[src/rtl/xmr_pipe_pkg.sv]
// Shared constants and helpers for the XMR elimination pass and its
// generated write-direction drive pipelines.
package xmr_pipe_pkg;

  localparam string XMR_PORT_PREFIX = "__xmr__";
  localparam string XMR_DRIVE_SUFFIX = "_drv";

  // Wide enough to count 0..n with headroom for the n=0 case.
  function automatic int cnt_width(input int n);
    return $clog2(n + 2);
  endfunction

endpackage

[src/rtl/xmr_pipe_stage.sv]
// One elastic register slice: loads when empty or when downstream
// takes its current content, so the ready chain gives full throughput.
module xmr_pipe_stage #(
  parameter int WIDTH = 1
) (
  input  logic             clk,
  input  logic             rst_n,
  input  logic             in_valid,
  input  logic [WIDTH-1:0] in_data,
  output logic             in_ready,
  output logic             out_valid,
  output logic [WIDTH-1:0] out_data,
  input  logic             out_ready
);

  logic             valid_q, valid_d;
  logic [WIDTH-1:0] data_q, data_d;

  assign in_ready  = !valid_q || out_ready;
  assign out_valid = valid_q;
  assign out_data  = data_q;

  always_comb begin
    valid_d = valid_q;
    data_d  = data_q;
    if (in_ready) begin
      valid_d = in_valid;
      if (in_valid) begin
        data_d = in_data;
      end
    end
  end

  always_ff @(posedge clk) begin
    if (!rst_n) begin
      valid_q <= 1'b0;
      data_q  <= '0;
    end else begin
      valid_q <= valid_d;
      data_q  <= data_d;
    end
  end

endmodule

[src/rtl/xmr_drive_pipe.sv]
// Carries a value written through an XMR down to the target signal via
// STAGES elastic slices; the target side holds the last applied value.
module xmr_drive_pipe
  import xmr_pipe_pkg::*;
#(
  parameter int               WIDTH     = 1,
  parameter int               STAGES    = 2,
  parameter logic [WIDTH-1:0] RESET_VAL = '0,
  localparam int              CNT_W     = cnt_width(STAGES)
) (
  input  logic             clk,
  input  logic             rst_n,
  input  logic [WIDTH-1:0] src_data,
  input  logic             src_valid,
  output logic             src_ready,
  input  logic             tgt_ready,
  output logic [WIDTH-1:0] tgt_value,
  output logic             tgt_update,
  output logic [CNT_W-1:0] inflight,
  output logic             busy
);

  logic             last_valid;
  logic [WIDTH-1:0] last_data;
  logic             accept;
  logic             apply;

  logic [WIDTH-1:0] tgt_value_q, tgt_value_d;
  logic             tgt_update_q, tgt_update_d;
  logic [CNT_W-1:0] inflight_q, inflight_d;

  // Each slice keeps its own wires so the ready chain never loops through one vector.
  if (STAGES == 0) begin : g_direct
    assign src_ready  = tgt_ready;
    assign last_valid = src_valid;
    assign last_data  = src_data;
  end else begin : g_pipe
    for (genvar k = 0; k < STAGES; k++) begin : g_stage
      logic             in_valid_w;
      logic [WIDTH-1:0] in_data_w;
      logic             ready_w;
      logic             out_valid_w;
      logic [WIDTH-1:0] out_data_w;
      logic             down_ready_w;

      if (k == 0) begin : g_first
        assign in_valid_w = src_valid;
        assign in_data_w  = src_data;
      end else begin : g_chain
        assign in_valid_w = g_stage[k-1].out_valid_w;
        assign in_data_w  = g_stage[k-1].out_data_w;
      end

      if (k == STAGES - 1) begin : g_tail
        assign down_ready_w = tgt_ready;
      end else begin : g_body
        assign down_ready_w = g_stage[k+1].ready_w;
      end

      xmr_pipe_stage #(
        .WIDTH(WIDTH)
      ) u_stage (
        .clk      (clk),
        .rst_n    (rst_n),
        .in_valid (in_valid_w),
        .in_data  (in_data_w),
        .in_ready (ready_w),
        .out_valid(out_valid_w),
        .out_data (out_data_w),
        .out_ready(down_ready_w)
      );
    end

    assign src_ready  = g_stage[0].ready_w;
    assign last_valid = g_stage[STAGES-1].out_valid_w;
    assign last_data  = g_stage[STAGES-1].out_data_w;
  end

  assign accept = src_valid && src_ready;
  assign apply  = last_valid && tgt_ready;

  always_comb begin
    tgt_value_d  = tgt_value_q;
    tgt_update_d = apply;
    inflight_d   = inflight_q;
    if (apply) begin
      tgt_value_d = last_data;
    end
    if (STAGES != 0) begin
      if (accept && !apply) begin
        inflight_d = inflight_q + CNT_W'(1);
      end else if (!accept && apply) begin
        inflight_d = inflight_q - CNT_W'(1);
      end
    end
  end

  always_ff @(posedge clk) begin
    if (!rst_n) begin
      tgt_value_q  <= RESET_VAL;
      tgt_update_q <= 1'b0;
      inflight_q   <= '0;
    end else begin
      tgt_value_q  <= tgt_value_d;
      tgt_update_q <= tgt_update_d;
      inflight_q   <= inflight_d;
    end
  end

  assign tgt_value  = tgt_value_q;
  assign tgt_update = tgt_update_q;
  assign inflight   = inflight_q;
  assign busy       = (inflight_q != '0);

endmodule
[config.mk]
export PLATFORM = sky130hd
export DESIGN_NAME = xmr_drive_pipe
export DESIGN_NICKNAME = d
export VERILOG_FILES = /design/src/rtl/xmr_pipe_pkg.sv /design/src/rtl/xmr_pipe_stage.sv /design/src/rtl/xmr_drive_pipe.sv
export SDC_FILE = /design/constraint.sdc
export NUM_CORES = 1
export LEC_CHECK = 0
export CAP_MARGIN = 20
export CORE_AREA = 5 5 42 44
export CTS_CLUSTER_DIAMETER = 60
export DETAILED_ROUTE_END_ITERATION = 10
export DIE_AREA = 0 0 47 49
export GPL_ROUTABILITY_DRIVEN = 0
export SLEW_MARGIN = 40
export SYNTH_ARGS = -nofsm -noshare
export SYNTH_HDL_FRONTEND = slang
export SYNTH_SLANG_ARGS = --single-unit
export TNS_END_PERCENT = 50
[constraint.sdc]
create_clock -name clk -period 1.6 [get_ports clk]
set_clock_uncertainty 0.05 [all_clocks]
set_input_delay 0.24 -clock clk [delete_from_list [all_inputs] [get_ports clk]]
set_output_delay 0.24 -clock clk [all_outputs]
set_load 0.02 [all_outputs]
# Word-level counts from Yosys, hierarchy flattened
# Cells that the tools add are included.
# word_totals
reg_bits,8
elab_cells,25
output_inout_bits,6
input_bits,5
# classes
mux,2
addsub,2
reduce_logical,14
# ops
op,n
$logic_and 1x1->1,4
$logic_not 1->1,4
$mux 2,2
$reduce_and 2->1,2
$reduce_bool 2->1,2
$add 2x1->2 const B,1
$logic_or 1x1->1,2
$sub 2x1->2 const B,1

# Depth between registers and ports, before layout
# Gate-level depths: netlist of the first run.
# logic_depth
depth_word,8
mapped_depth,6
depth_no_buf,6

# Cells and area by module
# A second synthesis of the first run with hierarchy kept.
# unflattened
cells_unflattened,34
area_unflattened_um2,326.6
# by_module_without_submodules
module,area_each_um2,n_inst,seq_area_each_um2,cells_each
xmr_drive_pipe,173.9,1,80.1,18
xmr_pipe_stage,76.3,2,40.0,8

# Worst setup path before layout of the first run
# No wires, ideal clock.
# synth_timing
path_kind,register to register
start,register g_pipe.g_stage[1].u_stage.valid_q
end,register inflight_q[1] (netlist: inflight[1])
path_slack_ps,36
path_buffers,0
arrival_ps,1444
stages_incl_launch_ff,6
required_time_ps,1480
synth_period_minus_slack_ps,1564
setup_time_ps,70
path_cell_list,dfxtp_1 > nor2b_2 > a21boi_2 > ha_1 > or3_1 > a21oi_1
# synth_between
elab_chain_len,7
word_cells_on_any_way,11
classes_between,mux: 1; reduce/logical: 10
# synth_rtl
item,line_no,rtl
from (decl),xmr_pipe_stage.sv:16,"logic valid_q, valid_d;"
from (signal assigned),xmr_pipe_stage.sv:39,valid_q <= valid_d;
$logic_not 1->1 (*),xmr_pipe_stage.sv:19,assign in_ready = !valid_q || out_ready;
$logic_or 1x1->1 (*) (2 in a row),xmr_pipe_stage.sv:19,
$logic_and 1x1->1 (*),xmr_drive_pipe.sv:79,assign accept = src_valid && src_ready;
named net accept,xmr_drive_pipe.sv:25,logic accept;
$logic_not 1->1,xmr_drive_pipe.sv:92,end else if (!accept && apply) begin
$logic_and 1x1->1,xmr_drive_pipe.sv:92,
$reduce_bool 2->1 (no source line),-,
to (signal assigned),xmr_drive_pipe.sv:106,inflight_q <= inflight_d;
to (decl),xmr_drive_pipe.sv:30,"logic [CNT_W-1:0] inflight_q, inflight_d;"
# The timed path passes the listed nets; every way through them passes the cells marked *.
# A chain may end at the register's enable or synchronous reset.

# Worst setup path after layout of the first run
# Ends and elaborated chain as after synthesis.

==> impl_metrics.ini, run 1 <==
[placement]
dp.cells = 66
place_hpwl_um = 473.6
io_buffers = 10

[power]
vdd_drop_max_mv = 0.4204
p_leak_nw = 0.2191
p_per_area_mw_per_mm2 = 956.3
power_uw = 476.2

[sta]
final-hold-violation-count = 0
setup_viol = 0
max_slew.worst_pin.slew_ns = 0.2291
fmax_mhz = 659.4
slew_viol_final = 0
rsz0062_at_grt = true
finalSetupTns_ns = 0
min_period_over_period = 0.9479
fin_hold_ws_ns = 0.4081
fin_crit_ns = 1.517
relSlewSlack = 0.8470

[min_path]
min_from = tgt_value
hold_depth = 2
hold-path-endpoint = tgt_value
hold_class = reg2reg

[synth]
netlist_area_um2 = 320.3
synth-async-reset-ratio = 0
synth_seq_cells = 8
synth.top_cell.area_share = 0.5000
synth_xor_area_frac = 0.05469
synthCells = 36
synth_top_family_by_area = simple AND/OR/NAND/NOR gates
synthTopCellsByArea = dfxtp_1, a21oi_1, nand2_1
yosysTopAreaCell = dfxtp_1
synth.area.mux_share = 0.03125
synth_edf_count = 0
synth_ff_type = dfxtp_1
syn-num-nets = 42
ys_seq_area_frac = 0.5000
synth_fa_ha_area_frac = 0.03906
yosysWarnings = 0
synth.distinct_cells = 16
syn_area_per_cell_um2 = 8.897
synth-simple-area-share = 0.2227
synth_compound_area_frac = 0.1289

[clock_network]
htreeDepth = 1
clock_latency_ns = 0.25
cts_tree = yes
clk_pin_slew_worst_paths_ns = 0.05
cts-root-buf = clkbuf_4
cts_hold_buf = 0
clockBufferDepth = 2
cts_sinks = 8
numCtsBuffers = 3

[critical_path]
cp-end-kind = flip-flop
startpoint_type = flip-flop
cp_max_fo = 4
reg2reg_from = g_pipe.g_stage[1].u_stage.out_valid
cp_data_required_time_ns = 1.74
reg2reg_depth = 5
critPathKind = reg2reg
r2r_slack_ns = 0.08
r2r_end = inflight[1]
cp.arrival_ns = 1.65

[route]
via_per_inst = 4.145
drt_iter0_drc = 1
dr.pass1.iters = 2
route.detailed.drc = 0
wl_per_cell_um = 8.696
antenna_left = 0
vias = 286
wirelength_um = 600

[die]
die_x_um = 47
num_io_pins = 11
core_mm2 = 0.001401
initial_core_util = 0.2286
dieHeight_um = 49
placementRows = 14
die_area_mm2 = 0.002303

[final_layout]
n_antenna_cell = 0
finalNetCount = 61
finalNonFillerCells = 69
area_growth_pct = 55.47
utilization = 0.3554
drive_gt1_frac = 0.1887

[global_route]
gr-total-overflow = 0
grt_pass1_vias = 241
grt_usage = 0.06285
grt_first_pass_wirelength_um = 1000
antenna_found_initial = 0
grt_max_degree = 8

[run]
cap_violations = 0

[status]
status = complete, no violations
## flip-flops by register name, summed over array words and instances, names as in the netlist
name	flops
g_pipe.g_stage.u_stage.out_data	2
g_pipe.g_stage.u_stage.out_valid	2
inflight	2
tgt_update	1
tgt_value	1
## final cells by class
cell class	count	area (um2)
Fill cell	151	903.4
Sequential cell	8	161.4
Multi-Input combinational cell	26	157.7
Timing Repair Buffer	14	128.9
Clock buffer	3	22.52
Tap cell	16	20.02
Inverter	2	7.507
## worst max-delay path: stages, from the launching register on
cell	delay (ns)
dfxtp_2	0.33
nor2b_4	0.18
a21boi_2	0.08
ha_1	0.31
or3_1	0.37
a21oi_1	0.13
## cells by family (layout without fill, tap and decap cells)
group	after synthesis	count (layout)
AOI/OAI and AO/OA	7	7
xor gates and xnor gates	2	2
adders and majority gates	1	1
buffers and inverters	2	19
DFF	8	8
muxes	1	1
and+or+nand+nor	15	15
## worst max-delay path by stage
stage                                        startpoint           to  slack (ns)  cells past startpoint
floorplan           g_pipe.g_stage[1].u_stage.out_valid  inflight[1]        0.04                      5
global placement                              tgt_ready  inflight[1]       -0.33                      6
detailed placement                            tgt_ready  inflight[1]       -0.35                      6
CTS                                         inflight[0]  inflight[0]       0.001                      1
global route        g_pipe.g_stage[1].u_stage.out_valid  inflight[1]      -0.005                      6
finish              g_pipe.g_stage[1].u_stage.out_valid  inflight[1]        0.08                      5
## report_power, final
group / total (mW) / internal [mW] / switching, mW / leakage, nW
clock network: 0.156 / 0.0859 / 0.0697 / 0.0138
logic: 0.0961 / 0.0508 / 0.0454 / 0.139
registers: 0.225 / 0.213 / 0.0118 / 0.0660
total: 0.476 / 0.349 / 0.127 / 0.219
## synth_stat cells (2+ instances only)
master / count
a21oi_1: 4
dfxtp_1: 8
inv_1: 2
nand2_1: 5
nor2_1: 5
xor2_1: 2
## per-layer routing
| layer | wire length, um | global-route usage |
|---|---|---|
| met3 | 81 | 0.05535 |
| met1 | 262 | 0.07317 |
| met2 | 245 | 0.07240 |
| met4 | 10 | 0.04147 |
| met5 | 0 | 0 |
## layout by cell type, fill, tap and decap left out, types with 2 or more instances in the layout
master / n
a21oi_1: 4
dfxtp_1: 7
clkbuf_4: 3
nor2_1: 5
nand2_1: 5
buf_4: 4
inv_1: 2
xor2_1: 2
clkdlybuf4s50_1: 6
dlygate4sd2_1: 3
## repair_timing
item	in CTS	in global routing
buffers inserted	0	0
endpoints found under the hold margin	0	0
endpoints found under the setup margin	3	2
gates resized for setup	4	2
pin swaps	0	0
## metrics by stage
stage | worst slack (ns) | cell area, um2
4_1_cts | 0.001012 | 494.2
2_1_floorplan | 0.03593 | 320.3
6_report | 0.08340 | 498.0
5_1_grt | -0.005068 | 498.0
3_3_place_gp | -0.3343 | 470.5
3_5_place_dp | -0.3488 | 470.5
Power figures use the tool's default switching activity.
==> run 2: changes to the inputs <==
Settings changed: MAX_ROUTING_LAYER set to met4.
==> impl_metrics.ini, run 2 (same netlist as run 1, synthesis figures left out) <==
[sta]
min_period_over_period = 0.9479
max_slew.worst_pin.slew_ns = 0.2291
setup_viol = 0
relSlewSlack = 0.8470
rsz0062_at_grt = true
slew_viol_final = 0
fmax_mhz = 659.4
fin_crit_ns = 1.517
fin_hold_ws_ns = 0.4081
final-hold-violation-count = 0

[route]
vias = 286
antenna_left = 0
route.detailed.drc = 0
dr.pass1.iters = 2
wl_met1_um = 262
via_per_inst = 4.145
wl_met2_um = 245
met3_length_um = 81
wl_per_cell_um = 8.696
wirelength_um = 600
top_layer_used = met4
drt_iter0_drc = 1

[critical_path]
r2r_slack_ns = 0.08
cp_data_required_time_ns = 1.74
cp-end-kind = flip-flop
cp.arrival_ns = 1.65
reg2reg_from = g_pipe.g_stage[1].u_stage.out_valid
cp_max_fo = 4
r2r_end = inflight[1]
reg2reg_depth = 5
critPathKind = reg2reg
startpoint_type = flip-flop

[clock_network]
cts_hold_buf = 0
clockBufferDepth = 2
clock_latency_ns = 0.25
cts-root-buf = clkbuf_4
cts_sinks = 8
htreeDepth = 1
cts_tree = yes
numCtsBuffers = 3
clk_pin_slew_worst_paths_ns = 0.05

[global_route]
grt_usage = 0.06445
grt_max_degree = 8
grt_pass1_vias = 241
grt_first_pass_wirelength_um = 993
antenna_found_initial = 0
gr-total-overflow = 0

[placement]
place_hpwl_um = 473.6
io_buffers = 10
dp.cells = 66
dpl-instance-area_um2 = 470.5

[power]
power_uw = 476.2
vdd_drop_max_mv = 0.4204
cellInternalPower_uw = 349.4
p_switching_uw = 126.8
p_sw_frac = 0.2663
seqPwrFrac = 0.471
p_clk_frac = 0.327
combPwrFrac = 0.202
p_per_area_mw_per_mm2 = 956.3
p_leak_nw = 0.2191

[final_layout]
finalNetCount = 61
multi_input_area_um2 = 157.7
area_growth_pct = 55.47
stdcell_area_um2 = 498.0
layout_commonest_cell = dfxtp_1
drive_gt1_frac = 0.1887
finalNonFillerCells = 69
fill_cells = 151
mostFrequentLayoutCells = dfxtp_1, clkdlybuf4s50_1, nand2_1, nor2_1
seq_area_um2 = 161.4
n_antenna_cell = 0

[die]
placementRows = 14
core_mm2 = 0.001401
die_x_um = 47
num_io_pins = 11
initial_core_util = 0.2286
dieHeight_um = 49
die_area_mm2 = 0.002303

[min_path]
min_from = tgt_value
hold_depth = 2
hold-path-endpoint = tgt_value
hold_class = reg2reg

[run]
cap_violations = 0

[status]
status = complete, no violations
==> run 2: repair_timing <==
action,4_1_cts,5_1_grt
setup endpoints to repair,3,2
resized for setup,4,2
setup buffers,0,0
==> run 2: cell type report <==
cell class | count | area share
Clock buffer | 3 | 0.04523
Inverter | 2 | 0.01508
Multi-Input combinational cell | 26 | 0.3166
Sequential cell | 8 | 0.3241
Tap cell | 16 | 0.04020
Timing Repair Buffer | 14 | 0.2588
==> run 2: worst max-delay path: stages, from the launching register on <==
cell,delay (ns)
dfxtp_2,0.33
nor2b_4,0.18
a21boi_2,0.08
ha_1,0.31
or3_1,0.37
a21oi_1,0.13
==> run 2: stage by stage <==
stage | utilization | setup WS (ns) | TNS (ns)
after floorplan | - | 0.03593 | 0
after global placement | 0.3357 | -0.3343 | -0.7569
after detailed placement | 0.3357 | -0.3488 | -0.7941
after CTS | 0.3527 | 0.001012 | 0
after global routing | 0.3554 | -0.005068 | -0.005068
final | 0.3554 | 0.08340 | 0
==> run 2: routing by layer <==
layer  GRT usage  up-vias
met2     0.07240       12
li1            -      153
met3     0.05535        2
met4     0.04147        0
met1     0.07317      119
met5           -        -
==> run 2: power groups by stage <==
stage / combinational [mW] / sequential [mW] / clock (mW)
6_report: 0.0961 / 0.225 / 0.156
5_1_grt: 0.106 / 0.227 / 0.174
4_1_cts: 0.0982 / 0.225 / 0.160
3_5_place_dp: 0.102 / 0.229 / 0
3_3_place_gp: 0.100 / 0.228 / 0
2_1_floorplan: 0.0418 / 0.236 / 0
==> run 2: how the worst max path moves through the flow <==
stage / slack [ns] / end / start
final: 0.08 / inflight[1] / g_pipe.g_stage[1].u_stage.out_valid
after global routing: -0.005 / inflight[1] / g_pipe.g_stage[1].u_stage.out_valid
after CTS: 0.001 / inflight[0] / inflight[0]
after detailed placement: -0.35 / inflight[1] / tgt_ready
after global placement: -0.33 / inflight[1] / tgt_ready
after floorplan: 0.04 / inflight[1] / g_pipe.g_stage[1].u_stage.out_valid
==> run 3: changes to the inputs <==
Settings changed: CAP_MARGIN 20 to not set.
==> results of run 3 <==
No change in the layout: final DEF, timing and power equal those of run 2.
